`src/rtl/fifo_rd_ctrl.sv`:
```
// Read-side controller for the sample FIFO: hides the one-cycle read latency behind a
// 2-entry skid buffer and presents samples on a valid/ready stream with frame marking.
module fifo_rd_ctrl #(
    parameter int unsigned DW        = 9,
    parameter int unsigned FRAME_LEN = 256,
    parameter int unsigned CW        = 8
) (
    input  logic          clk,
    input  logic          rst,
    input  logic          empty_r,
    output logic          enr_r,
    input  logic [DW-1:0] dataout_r,
    output logic [DW-1:0] m_data,
    output logic          m_valid,
    input  logic          m_ready,
    output logic          m_last,
    output logic          frame_done,
    output logic [CW-1:0] count
);

    localparam logic [CW-1:0] LastCnt = CW'(FRAME_LEN - 1);

    logic [1:0]    occ_q;
    logic          inflight_q;
    logic [DW-1:0] mem_q [2];
    logic          head_q;
    logic          tail_q;
    logic [CW-1:0] count_q;
    logic          frame_done_q;

    logic          pop;
    logic          last_cnt;
    logic [2:0]    occ_next;

    always_comb begin
        m_valid    = (occ_q != 2'd0);
        m_data     = mem_q[head_q];
        pop        = m_valid & m_ready;
        last_cnt   = (count_q == LastCnt);
        m_last     = m_valid & last_cnt;
        count      = count_q;
        frame_done = frame_done_q;
        // Entries the buffer will hold once this cycle's write and pop settle.
        occ_next   = {1'b0, occ_q} + {2'b00, inflight_q} - {2'b00, pop};
        // A new read is only safe if its data will find a free slot next cycle.
        enr_r      = !empty_r && !rst && (occ_next < 3'd2);
    end

    always_ff @(posedge clk) begin
        if (rst) begin
            occ_q        <= 2'd0;
            inflight_q   <= 1'b0;
            head_q       <= 1'b0;
            tail_q       <= 1'b0;
            count_q      <= '0;
            frame_done_q <= 1'b0;
            for (int i = 0; i < 2; i++) begin
                mem_q[i] <= '0;
            end
        end else begin
            if (inflight_q) begin
                mem_q[tail_q] <= dataout_r;
                tail_q        <= ~tail_q;
            end
            if (pop) begin
                head_q  <= ~head_q;
                count_q <= last_cnt ? '0 : count_q + CW'(1);
            end
            occ_q        <= occ_next[1:0];
            inflight_q   <= enr_r;
            frame_done_q <= pop & last_cnt;
        end
    end

endmodule

```
`config.mk`:
```
export PLATFORM = sky130hd
export DESIGN_NAME = fifo_rd_ctrl
export DESIGN_NICKNAME = d
export VERILOG_FILES = /design/src/rtl/fifo_rd_ctrl.sv
export SDC_FILE = /design/constraint.sdc
export NUM_CORES = 1
export LEC_CHECK = 0
export CAP_MARGIN = 10
export CORE_ASPECT_RATIO = 0.7
export CORE_UTILIZATION = 46
export CTS_CLUSTER_DIAMETER = 150
export DETAILED_ROUTE_END_ITERATION = 6
export PLACE_DENSITY = 0.76
export SLEW_MARGIN = 20
export SYNTH_ARGS = -nofsm -noshare
export SYNTH_HDL_FRONTEND = slang
export SYNTH_SLANG_ARGS = --single-unit
```
`constraint.sdc`:
```
create_clock -name clk -period 5.85 [get_ports clk]
set_clock_uncertainty 0.2 [all_clocks]
set_input_delay 1.755 -clock clk [delete_from_list [all_inputs] [get_ports clk]]
set_output_delay 1.755 -clock clk [all_outputs]
set_load 0.05 [all_outputs]
```
==> results of run 1 <==
[what timing repair did]
| item | 4_1_cts | 5_1_grt |
|---|---|---|
| resized for setup | 0 | 3 |
| endpoints found under the setup margin | 0 | 1 |
| endpoints found under the hold margin | 0 | 0 |
[per-layer routing]
metal	GRT usage, %	vias up	wire length [um]
met4	8.33	0	27
met3	9.00	6	113
met1	25.3	492	1420
met5	0	-	0
met2	29.5	20	1350
li1	-	523	-
[worst max-delay path, stage by stage]
cell                             delay (ps)
sky130_fd_sc_hd__dlymetal6s2s_1         140
sky130_fd_sc_hd__o21ai_2                 70
sky130_fd_sc_hd__inv_1                   50
sky130_fd_sc_hd__ha_1                   260
sky130_fd_sc_hd__inv_1                   40
sky130_fd_sc_hd__ha_1                   190
sky130_fd_sc_hd__fa_2                   380
sky130_fd_sc_hd__xnor2_2                160
sky130_fd_sc_hd__nor4_4                 280
sky130_fd_sc_hd__buf_12                 180
[sequential cells by signal, indices dropped and copies added, names as in the netlist, named ones only]
name	cells
count	8
frame_done	1
head_q	1
inflight_q	1
mem_q	18
occ_q	2
tail_q	1
[cell usage after synthesis (all sizes together)]
master / count
or3: 1
xor2: 3
clkbuf: 2
or4: 4
inv: 9
nor2b: 2
nand4: 1
buf: 1
o41ai: 1
nand3: 2
edfxtp: 18
o31ai: 4
a21oi: 5
nor2: 7
o211ai: 1
and3: 1
mux2: 9
mux2i: 1
fa: 1
ha: 3
nor4: 2
nor4b: 1
dfxtp: 15
nand2: 3
and2: 18
nor3: 2
xnor2: 2
o21ai: 4
[area by class of cell]
type | instances | area share [%]
inverter | 9 | 1.69
multi-input combinational | 78 | 31.3
timing repair buffer | 37 | 18.6
sequential | 33 | 42.0
clock inverter | 2 | 0.500
tap | 36 | 2.25
clock buffer | 6 | 3.62
[power by group]
| part | switching (uW) | total [uW] | internal, uW |
|---|---|---|---|
| Clock | 78.7 | 161 | 82.3 |
| Combinational | 220 | 365 | 145 |
| Sequential | 30.5 | 319 | 289 |
| Total | 329 | 845 | 516 |
[worst max-delay path by stage]
stage | startpoint | endpoint | depth (start not counted)
floorplan | m_ready | enr_r | 8
global placement | m_ready | enr_r | 9
detailed placement | m_ready | enr_r | 9
CTS | m_ready | enr_r | 9
global route | m_ready | enr_r | 10
finish | m_ready | enr_r | 10
[kinds of logic after synthesis]
family,synth area share [%]
AO/OA/AOI/OAI,7.87
XOR/XNOR,2.93
adder cells (fa/ha/maj),3.85
buffers and inverters,3.51
flip-flops,56.2
multiplexers,7.45
AND/OR/NAND/NOR,18.2
[through the flow]
step	utilization (%)	instances
2_1_floorplan	-	123
3_3_place_gp	64.8	193
3_5_place_dp	64.8	193
4_1_cts	67.6	201
5_1_grt	68.0	201
6_report	68.0	201
==> PnR_summary.wiki, run 1 <==
{| class="wikitable"
! Metric !! Value
|-
| Final count of hold timing violations || 0
|-
| Total vias in the final route || 1041
|-
| Count of final max-slew check failures || 0
|-
| Net count of the mapped netlist || 140
|-
| Number of cell instances on the worst register-to-register path || 7
|-
| Insertion delay to the later sink of the worst-skew pair || 280 ps
|-
| Global-route wire length before repair || 5000 um
|-
| Final-layout worst hold slack || 319 ps
|-
| Area added between synthesis and finish || 33.9%
|-
| Commonest non-fill, non-tap cells in the layout || sky130_fd_sc_hd__clkdlybuf4s50_1, sky130_fd_sc_hd__and2_1, sky130_fd_sc_hd__edfxtp_1
|-
| Maximum ir drop on the vdd rail || 257 uV
|-
| Post-synthesis cell type count || 31
|-
| Number of violations reported at the end of detailed-routing iteration 0 || 50
|-
| Arrival time of the worst setup path || 3520 ps
|-
| Die Footprint || 3490 sq um
|-
| Worst-path clk slew || 60 ps
|-
| CORE AREA || 2940 sq um
|-
| Buffer cell driving the clock tree root || sky130_fd_sc_hd__clkbuf_8
|-
| Sequential element share of the synthesized area || 56.2%
|-
| Final net count || 181
|-
| Setup Viol. Count Final || 0
|-
| Worst hold path depth || 2
|-
| CTS Buffer Depth || 2
|-
| Maximum level of the CTS H-tree || 2
|-
| Status || finished, final reports clean
|-
| Worst Hold Class || reg -> reg
|-
| Num Clock Sinks || 33
|-
| Synthesized cell area || 1500 sq um
|-
| Synthesis-stage register bit count || 33
|-
| Worst-margin pin slew || 911 ps
|-
| Count of warnings emitted by yosys || 0
|-
| DRC Markers || 0
|-
| Number of rows in the core area || 16
|-
| Worst Setup Slack, final || 377 ps
|-
| Count of input and output buffers || 33
|-
| CTS hold repair buffers || 0
|-
| Fin Setup TNS || 0 ps
|-
| Largest fanout on the critical path || 2
|-
| Final period util || 93.6%
|-
| Postcts setup bufs || 0
|-
| Startpoint of the tightest hold check path || head_q
|-
| Via density per instance || 5.18
|-
| Critical path class || in -> out
|-
| Minimum clock period || 5470 ps
|-
| Pre-antenna DRT Iters || 4
|-
| Fraction of final layout cells sized beyond drive strength 1 || 17.6%
|-
| CTS tree || built
|-
| Capturing point of the worst reg2reg path || inflight_q
|-
| Detailed-route wire length per cell || 14.5 um
|-
| Gr usage total || 19.9%
|-
| Height of the chip || 49.7 um
|-
| Top area cells in the synthesized netlist || sky130_fd_sc_hd__edfxtp_1, sky130_fd_sc_hd__dfxtp_1, sky130_fd_sc_hd__and2_1
|-
| Post-detail-place hpwl || 2070 um
|-
| Total power density per cell area || 422 nW/um^2
|-
| Place WS || 114 ps
|-
| Maximum clock frequency || 183 MHz
|-
| Final instance area || 2000 sq um
|-
| Die outline width || 70.1 um
|-
| Remaining global-route overflow || 0
|-
| Required arrival time at the worst endpoint || 3890 ps
|-
| Antenna violations before repair || 0
|-
| Setup slack, reg-to-reg || 3640 ps
|-
| Diodes inserted || 0
|-
| TritonCTS Buffers || 5
|-
| Final weighted congestion in routability-driven placement || 0.741
|-
| Via count of the first global-routing pass || 1044
|-
| Area taken by multi-input logic gates || 627 sq um
|-
| Static leakage || 0.000784 uW
|-
| Drt total wl || 2920 um
|-
| Number of nets still failing antenna checks after routing || 0
|-
| Average size of a mapped cell || 12.2 sq um
|-
| Filler cell count || 223
|-
| MaxCap Viol Count || 0
|-
| DP Area || 1910 sq um
|-
| Overall power || 845 uW
|-
| Kind of end point of the critical path || output port
|-
| Setup repair after global routing missed its margin || no
|-
| Worst reg2reg path startpoint || occ_q[1]
|-
| Initial Util || 50.8%
|-
| Register area || 841 sq um
|-
| Startpoint Class || input pin
|-
| Cell taking the most area after synthesis || sky130_fd_sc_hd__edfxtp_1
|-
| # IOs || 34
|-
| Normalized max-slew margin || 38.8%
|-
| Gate Count Post-Synth || 123
|-
| Pin count of the biggest net entering global routing || 14
|-
| Area share of the largest cell type after synthesis || 36.2%
|-
| Most common library cell in the layout ignoring fill and taps || sky130_fd_sc_hd__clkdlybuf4s50_1
|}
Note: power is estimated with default switching activity, not from simulation.
==> run 2: changes to the inputs <==
--- a/config.mk
+++ b/config.mk
@@ -5,7 +5,7 @@
 export SDC_FILE = /design/constraint.sdc
 export NUM_CORES = 1
 export LEC_CHECK = 0
-export CAP_MARGIN = 10
+export CAP_MARGIN = 20
 export CORE_ASPECT_RATIO = 0.7
 export CORE_UTILIZATION = 46
 export CTS_CLUSTER_DIAMETER = 150
==> results of run 2 <==
Same layout as run 1: the final DEF is identical, and so are final timing and power.
==> run 3: changes to the inputs <==
--- a/config.mk
+++ b/config.mk
@@ -7,10 +7,10 @@
 export LEC_CHECK = 0
 export CAP_MARGIN = 20
 export CORE_ASPECT_RATIO = 0.7
-export CORE_UTILIZATION = 46
+export CORE_UTILIZATION = 30
 export CTS_CLUSTER_DIAMETER = 150
 export DETAILED_ROUTE_END_ITERATION = 6
-export PLACE_DENSITY = 0.76
+export PLACE_DENSITY = 0.54
 export SLEW_MARGIN = 20
 export SYNTH_ARGS = -nofsm -noshare
 export SYNTH_HDL_FRONTEND = slang
==> constraint.sdc (replaced) <==
create_clock -name clk -period 5.85 [get_ports clk]
set_clock_uncertainty 0.2 [all_clocks]
set_input_delay 1.755 -clock clk [delete_from_list [all_inputs] [get_ports clk]]
set_output_delay 1.755 -clock clk [all_outputs]
set_load 0.1 [all_outputs]
==> run 3 against run 2 <==
Compared with the run above: core utilization shrank 25 points; critical path type unchanged; clock power is essentially flat; wire length down 3.3%; non-clock buffer count did not move; largest cell class unchanged; power up 14%; sequential share of layout area fell by 0.80 points.
==> PnR_summary.wiki, run 3 (synthesis results as in run 1) <==
{| class="wikitable"
! Metric !! Value
|-
| Most common library cell in the layout ignoring fill and taps || sky130_fd_sc_hd__clkdlybuf4s50_1
|-
| Startpoint Class || input pin
|-
| Worst-path clk slew || 60 ps
|-
| Final net count || 181
|-
| Remaining global-route overflow || 0
|-
| CTS hold repair buffers || 0
|-
| Post-detail-place hpwl || 2120 um
|-
| Static leakage || 0.000774 uW
|-
| Antenna violations before repair || 0
|-
| Normalized max-slew margin || 34.1%
|-
| CORE AREA || 4780 sq um
|-
| Largest fanout on the critical path || 3
|-
| Total vias in the final route || 1044
|-
| Height of the chip || 61.1 um
|-
| Setup Viol. Count Final || 0
|-
| Die Footprint || 5270 sq um
|-
| Maximum clock frequency || 181 MHz
|-
| Num Clock Sinks || 33
|-
| Maximum level of the CTS H-tree || 2
|-
| Via density per instance || 4.46
|-
| Arrival time of the worst setup path || 3570 ps
|-
| Final weighted congestion in routability-driven placement || 0.721
|-
| Worst Hold Class || reg -> reg
|-
| Number of rows in the core area || 21
|-
| Pin count of the biggest net entering global routing || 14
|-
| Fin Setup TNS || 0 ps
|-
| Count of final max-slew check failures || 0
|-
| DRC Markers || 0
|-
| CTS tree || built
|-
| Critical path class || in -> out
|-
| Initial Util || 31.3%
|-
| Buffer cell driving the clock tree root || sky130_fd_sc_hd__clkbuf_8
|-
| Fraction of final layout cells sized beyond drive strength 1 || 17.0%
|-
| Final period util || 94.4%
|-
| Die outline width || 86.4 um
|-
| Global-route wire length before repair || 4380 um
|-
| Total power density per cell area || 473 nW/um^2
|-
| Status || finished, final reports clean
|-
| Diodes inserted || 0
|-
| Drt total wl || 2820 um
|-
| Final instance area || 2040 sq um
|-
| Count of input and output buffers || 33
|-
| Commonest non-fill, non-tap cells in the layout || sky130_fd_sc_hd__clkdlybuf4s50_1, sky130_fd_sc_hd__and2_1, sky130_fd_sc_hd__edfxtp_1
|-
| Top register by number of flip-flops || mem_q
|-
| MaxCap Viol Count || 0
|-
| Setup repair after global routing missed its margin || no
|-
| Detailed-route wire length per cell || 12.0 um
|-
| Minimum clock period || 5520 ps
|-
| Number of violations reported at the end of detailed-routing iteration 0 || 38
|-
| Final count of hold timing violations || 0
|-
| DP Area || 1950 sq um
|-
| # IOs || 34
|-
| Maximum ir drop on the vdd rail || 229 uV
|-
| Required arrival time at the worst endpoint || 3890 ps
|-
| TritonCTS Buffers || 5
|-
| Gr usage total || 11.2%
|-
| Area added between synthesis and finish || 36.5%
|-
| CTS Buffer Depth || 2
|-
| Pre-antenna DRT Iters || 4
|-
| Via count of the first global-routing pass || 940
|-
| Worst-margin pin slew || 986 ps
|-
| Max reg flops || 18
|-
| Number of nets still failing antenna checks after routing || 0
|-
| Kind of end point of the critical path || output port
|-
| Insertion delay to the later sink of the worst-skew pair || 280 ps
|}
run 3: cell types whose count changed in the layout (fill, tap and decap cells not counted):
cell                       before  now
sky130_fd_sc_hd__clkinv_2       2    1
sky130_fd_sc_hd__xnor2_1        1    2
sky130_fd_sc_hd__xnor2_2        1    0
sky130_fd_sc_hd__clkbuf_1       1    2
sky130_fd_sc_hd__nor4b_1        1    0
sky130_fd_sc_hd__nor4b_2        0    1
run 3: final timing paths:
check | startpoint | end | slack, ps | cells after the start
min reg2reg | head_q | register | 300 | 2
max reg2reg | occ_q[1] | inflight_q | 3690 | 8
max | m_ready | enr_r | 330 | 9
min | head_q | register | 300 | 2
run 3: worst max-delay path, stage by stage:
cell and delay [ps]:
sky130_fd_sc_hd__dlymetal6s2s_1 140, sky130_fd_sc_hd__o21ai_2 70, sky130_fd_sc_hd__inv_1 60, sky130_fd_sc_hd__ha_1 270, sky130_fd_sc_hd__inv_1 40, sky130_fd_sc_hd__ha_1 200
sky130_fd_sc_hd__fa_2 500, sky130_fd_sc_hd__nor4_4 320, sky130_fd_sc_hd__buf_12 210
run 3: where the power goes:
| group | leakage (uW) | switching (uW) | internal, uW |
|---|---|---|---|
| Sequential | 0.000309 | 28.7 | 289 |
| Combinational | 0.000423 | 346 | 141 |
| Clock | 0.0000422 | 77.8 | 83.4 |
| Total | 0.000774 | 452 | 513 |
run 3: final cells by class:
type | count | area [sq um]
fillers | 471 | 2740
flip-flops and latches | 33 | 841
multi-input cells | 78 | 626
repair buffers | 37 | 373
well taps | 69 | 86.3
clock buffers | 7 | 76.3
inverters | 9 | 33.8
clock inverters | 1 | 5.00
run 3: what timing repair did:
| item | in CTS | in global routing |
|---|---|---|
| resized for setup | 0 | 2 |
| buffers inserted | 0 | 0 |
| endpoints found under the setup margin | 0 | 1 |
run 3: layer usage:
metal	routed length [um]	global-route usage [%]
met2	1400	18.4
met5	0	0
met3	80	2.82
met4	43	6.19
met1	1300	13.9
run 3: stage by stage:
stage	total power, uW	instances	setup slack, ps	hold WS [ps]	utilization [%]
finish	965	234	328	301	42.7
global route	1010	234	244	344	42.7
detailed placement	808	226	33.0	291	40.9
floorplan	698	123	-154	272	-
CTS	974	234	4.97	307	42.6
global placement	800	226	78.6	289	40.9
